[src/rtl/alu_issue_ctrl_pkg.sv]
// Shared types and constants for the ALU operand-issue / writeback controller.
// Holds the FSM encoding, ALU opcode map and datapath widths.
package alu_issue_ctrl_pkg;

    localparam int W    = 16;
    localparam int NREG = 4;
    localparam int RW   = 2;

    typedef enum logic [1:0] {
        ST_IDLE = 2'd0,
        ST_EXEC = 2'd1,
        ST_RESP = 2'd2
    } state_t;

    localparam logic [2:0] OPC_NEG   = 3'b000;
    localparam logic [2:0] OPC_INC   = 3'b001;
    localparam logic [2:0] OPC_ADD   = 3'b010;
    localparam logic [2:0] OPC_ADDSH = 3'b011;
    localparam logic [2:0] OPC_AND   = 3'b100;
    localparam logic [2:0] OPC_OR    = 3'b101;
    localparam logic [2:0] OPC_CAT   = 3'b110;
    localparam logic [2:0] OPC_LOAD  = 3'b111;

    function automatic logic is_zero(input logic [W-1:0] v);
        return (v == '0);
    endfunction

endpackage

[src/rtl/alu_regfile.sv]
// 4x16 register file: two asynchronous operand read ports, one debug read
// port, one synchronous write port, asynchronous active-low clear.
module alu_regfile
    import alu_issue_ctrl_pkg::*;
(
    input  logic          clk,
    input  logic          rst_n,
    input  logic          we,
    input  logic [RW-1:0] waddr,
    input  logic [W-1:0]  wdata,
    input  logic [RW-1:0] ra_sel,
    output logic [W-1:0]  ra_data,
    input  logic [RW-1:0] rb_sel,
    output logic [W-1:0]  rb_data,
    input  logic [RW-1:0] dbg_sel,
    output logic [W-1:0]  dbg_data
);

    logic [W-1:0] mem_q [NREG];

    always_ff @(posedge clk or negedge rst_n) begin
        if (!rst_n) begin
            for (int i = 0; i < NREG; i++) begin
                mem_q[i] <= '0;
            end
        end else if (we) begin
            mem_q[waddr] <= wdata;
        end
    end

    assign ra_data  = mem_q[ra_sel];
    assign rb_data  = mem_q[rb_sel];
    assign dbg_data = mem_q[dbg_sel];

endmodule

[src/rtl/alu_issue_ctrl.sv]
// Issues one instruction at a time to an external 16-bit ALU, writes the
// result back to the register file and holds it on a backpressured response port.
module alu_issue_ctrl
    import alu_issue_ctrl_pkg::*;
(
    input  logic          clk,
    input  logic          rst_n,
    input  logic          instr_valid,
    output logic          instr_ready,
    input  logic [2:0]    instr_opc,
    input  logic [RW-1:0] instr_rd,
    input  logic [RW-1:0] instr_ra,
    input  logic [RW-1:0] instr_rb,
    input  logic          instr_cin,
    input  logic [W-1:0]  instr_imm,
    output logic [2:0]    alu_opc,
    output logic [W-1:0]  alu_a,
    output logic [W-1:0]  alu_b,
    output logic          alu_c,
    input  logic [W-1:0]  alu_w,
    input  logic          alu_zer,
    input  logic          alu_neg,
    output logic          res_valid,
    input  logic          res_ready,
    output logic [W-1:0]  res_data,
    output logic [RW-1:0] res_rd,
    output logic          zf,
    output logic          nf,
    input  logic [RW-1:0] dbg_sel,
    output logic [W-1:0]  dbg_data
);

    state_t state_q, state_d;

    logic [2:0]    opc_q;
    logic [RW-1:0] rd_q;
    logic          cin_q;
    logic [W-1:0]  imm_q;
    logic [W-1:0]  opa_q;
    logic [W-1:0]  opb_q;
    logic [W-1:0]  res_data_q;
    logic [RW-1:0] res_rd_q;
    logic          zf_q;
    logic          nf_q;

    logic [W-1:0]  ra_data;
    logic [W-1:0]  rb_data;
    logic          accept;
    logic          wb_en;
    logic          is_load;
    logic [W-1:0]  wb_data;
    logic          wb_zer;
    logic          wb_neg;

    alu_regfile u_regfile (
        .clk      (clk),
        .rst_n    (rst_n),
        .we       (wb_en),
        .waddr    (rd_q),
        .wdata    (wb_data),
        .ra_sel   (instr_ra),
        .ra_data  (ra_data),
        .rb_sel   (instr_rb),
        .rb_data  (rb_data),
        .dbg_sel  (dbg_sel),
        .dbg_data (dbg_data)
    );

    always_comb begin
        state_d     = state_q;
        instr_ready = 1'b0;
        res_valid   = 1'b0;
        case (state_q)
            ST_IDLE: begin
                instr_ready = 1'b1;
                if (instr_valid) state_d = ST_EXEC;
            end
            ST_EXEC: state_d = ST_RESP;
            ST_RESP: begin
                res_valid = 1'b1;
                if (res_ready) state_d = ST_IDLE;
            end
            default: state_d = ST_IDLE;
        endcase
    end

    always_ff @(posedge clk or negedge rst_n) begin
        if (!rst_n) state_q <= ST_IDLE;
        else        state_q <= state_d;
    end

    assign accept  = instr_valid && instr_ready;
    assign wb_en   = (state_q == ST_EXEC);
    assign is_load = (opc_q == OPC_LOAD);
    // LOAD bypasses the ALU entirely, including its flag outputs.
    assign wb_data = is_load ? imm_q : alu_w;
    assign wb_zer  = is_load ? is_zero(imm_q) : alu_zer;
    assign wb_neg  = is_load ? imm_q[W-1] : alu_neg;

    always_ff @(posedge clk or negedge rst_n) begin
        if (!rst_n) begin
            opc_q      <= '0;
            rd_q       <= '0;
            cin_q      <= 1'b0;
            imm_q      <= '0;
            opa_q      <= '0;
            opb_q      <= '0;
            res_data_q <= '0;
            res_rd_q   <= '0;
            zf_q       <= 1'b0;
            nf_q       <= 1'b0;
        end else begin
            if (accept) begin
                opc_q <= instr_opc;
                rd_q  <= instr_rd;
                cin_q <= instr_cin;
                imm_q <= instr_imm;
                opa_q <= ra_data;
                opb_q <= rb_data;
            end
            if (wb_en) begin
                res_data_q <= wb_data;
                res_rd_q   <= rd_q;
                zf_q       <= wb_zer;
                nf_q       <= wb_neg;
            end
        end
    end

    // Operand registers only change on accept, so the ALU inputs hold outside EXEC.
    assign alu_opc  = opc_q;
    assign alu_a    = opa_q;
    assign alu_b    = opb_q;
    assign alu_c    = cin_q;
    assign res_data = res_data_q;
    assign res_rd   = res_rd_q;
    assign zf       = zf_q;
    assign nf       = nf_q;

endmodule

[config.mk]
export PLATFORM = sky130hd
export DESIGN_NAME = alu_issue_ctrl
export DESIGN_NICKNAME = d
export VERILOG_FILES = /design/src/rtl/alu_issue_ctrl_pkg.sv /design/src/rtl/alu_regfile.sv /design/src/rtl/alu_issue_ctrl.sv
export SDC_FILE = /design/constraint.sdc
export NUM_CORES = 1
export LEC_CHECK = 0
export BUFFER_PORTS_ARGS = -buffer_cell sky130_fd_sc_hd__clkbuf_2
export CORE_MARGIN = 1.5
export CORE_UTILIZATION = 25
export CTS_CLUSTER_DIAMETER = 200
export DETAILED_ROUTE_END_ITERATION = 8
export GPL_ROUTABILITY_DRIVEN = 0
export SETUP_SLACK_MARGIN = 0.3
export SYNTH_ARGS = -nofsm -noshare
export SYNTH_HDL_FRONTEND = slang
export SYNTH_SLANG_ARGS = --single-unit
[constraint.sdc]
create_clock -name clk -period 2.9 [get_ports clk]
set_clock_uncertainty 0.15 [all_clocks]
set_input_delay 0.145 -clock clk [delete_from_list [all_inputs] [get_ports clk]]
set_output_delay 0.145 -clock clk [all_outputs]
set_load 0.005 [all_outputs]
==> flow_summary.toml <==
[outcome]
outcome = "finished clean"

[floorplanning]
io_pins = 124
fp.dieW_um = 167.0
start_util_pct = 25.66
fp-row-count = 59
die_y_um = 167.0
core_area_um2 = 26210
die-area_um2 = 27890

[logic_synthesis]
synth_top_area_cell = "dfrtp_1"
synth-edff-count = 0
ys_warn_count = 0
ys_ff_latch = 140
synth_top_area_share_pct = 52.09
synthCells = 481
synth_common_cells = "dfrtp_1, a21oi_1, mux2_4, nor2_1, mux4_2"
ys_seq_area_share_pct = 52.09
ys_types = 29
synthArstFlopShare_pct = 100.0
avgSynthCellArea_um2 = 13.98
synth_fp_nets = 531
syn-cell-area_um2 = 6725
yosysMostFrequentCell = "dfrtp_1"
ys.flop_type = "dfrtp_1"
ys_top_cells_by_area = "dfrtp_1, mux4_2, mux2_4"

[detailed_routing]
via_count = 4333
antenna_left = 0
drc = 0
wirelength_um = 17160
drt-initial-drc-count = 245
via_per_inst = 4.467
first_pass_iters = 6
wire_per_inst_um = 17.69

[sta]
layout_min_cycle_time_ns = 2.075
setup_viol = 0
slew-limit-headroom_pct = 51.85
final_max_slew_viol_count = 0
whs_ns = 0.02536
rsz0062_at_grt = "false"
period_share_pct = 71.54
finalHoldViolations = 0
tns_ns = 0
tightest_slew_ns = 0.7223
max_freq_ghz = 0.4820

[critical_path]
r2r_slack_ns = 0.83
critPathLaunchType = "flip-flop"
crit_start = "state_q[1]$_DFFE_PN0P_"
cp.required_ns = 3.05
crit_fanout = 24
reg2regPathDepth = 4
r2r-end = "imm_q[10]$_DFFE_PN0P_"
endpoint_kind = "flip-flop"
reg2reg_from = "state_q[1]$_DFFE_PN0P_"
arrival_ns = 2.22
crit_type = "flip-flop to flip-flop"

[clock_network]
cts_tree = "done"
insertion_delay_ns = 0.42
cts_max_path_buffers = 2
root_buffer = "clkbuf_16"
cts.sinks = 140
h-tree-depth = 4
cts_setup_buffers = 0
clk_pin_slew_worst_paths_ns = 0.06
numCtsBuffers = 17

[power_and_ir_drop]
total_power_mw = 9.169
power_density_nw_per_um2 = 1076
ir_worst_vdd_uv = 421.6
p_leak_nw = 3.761

[global_route]
grt_pass1_wl_um = 27120
antenna_found_initial = 0
grt_pass1_vias = 4512
grt_overflow = 0
grt_start_max_net_pins = 63
grt_use_total_pct = 12.99

[finish]
multi_input_area_um2 = 2979
nNetsFinal = 672
stdcell_count = 970
num-fill-cells = 2571
antennaDiodeCount = 0
drive_gt1_share_pct = 40.79
utilization_pct = 32.52
area_delta_synth_final_pct = 26.73
ff_latch_area_um2 = 3503

[worst_hold_path]
hold_start = "alu_w[0]"
hold_path_class = "input pin to flip-flop"
hold_path_depth = 3
hold_path_end = "u_regfile.mem_q[32]$_DFFE_PN0P_"

[placement]
dp_hpwl_um = 12080
dp.cells = 911
portBuffers = 123

[run]
maxCapViolCount = 0
[metal layers]
layer,track usage (%),vias to the layer above,wire length (um)
met5,0,-,0
met4,3.913,0,208
met3,3.446,12,825
met2,19.57,109,7832
met1,18.24,2153,8293
li1,-,2059,-
[cell usage in the layout, fill, tap and decap left out, drive strengths merged, types with 2 or more instances in the layout]
cell type	instances
nor2	49
o21ai	34
a21oi	50
nand2b	2
buf	11
bufinv	3
mux2	56
dfrtp	140
clkinv	6
nand2	33
nor4	4
dlygate4sd3	27
mux4	48
clkbuf	144
mux2i	15
[flip-flops by register name, summed over array words and instances, names as in the netlist]
signal and count:
alu_b 16, u_regfile.mem_q 64, zf 1, alu_opc 3, res_data 16, rd_q 2
nf 1, imm_q 16, res_rd 2, alu_c 1, alu_a 16, state_q 2
[repair_timing]
action	in CTS	in global routing
gates resized for setup	0	0
endpoints found under the hold margin	87	0
hold buffers	27	0
[power by group]
part | internal (mW) | switching (mW)
sequential | 2.88 | 0.787
clock | 1.42 | 0.822
combinational | 1.89 | 1.37
[area by class of cell]
class                           count  area share [%]
Multi-Input combinational cell    302           34.95
Clock buffer                       22           5.564
Clock inverter                     10           1.629
Tap cell                          335           4.918
Inverter                            1         0.04404
Sequential cell                   140           41.10
Timing Repair Buffer              160           11.79
[stage by stage]
stage / cell area [um^2] / worst slack [ns]
6_report: 8523 / 0.8253
5_1_grt: 8523 / 0.7548
4_1_cts: 8523 / 0.8133
3_5_place_dp: 7640 / 0.8337
3_3_place_gp: 7640 / 0.8640
2_1_floorplan: 6725 / 1.308
[critical path, stage by stage (launching register included)]
cell,delay (ns)
dfrtp_1,0.48
nor2_1,0.18
and2_4,0.48
buf_4,0.33
mux2_4,0.32
[how the worst max path moves through the flow]
stage / slack (ns) / depth (start not counted) / end
final: 0.83 / 4 / imm_q[10]$_DFFE_PN0P_
after global routing: 0.75 / 4 / imm_q[10]$_DFFE_PN0P_
after CTS: 0.81 / 4 / imm_q[10]$_DFFE_PN0P_
after detailed placement: 0.83 / 4 / imm_q[5]$_DFFE_PN0P_
after global placement: 0.86 / 4 / imm_q[4]$_DFFE_PN0P_
after floorplan: 1.31 / 5 / alu_a[13]$_DFFE_PN0P_
[kinds of logic after synthesis]
| kind of cell | Yosys count | share of synthesized area (%) |
|---|---|---|
| and+or+nand+nor | 97 | 6.344 |
| AOI/OAI and AO/OA | 86 | 6.474 |
| muxes | 119 | 31.09 |
| DFF | 140 | 52.09 |
| buffers and inverters | 39 | 4.000 |
Power figures use the tool's default switching activity.
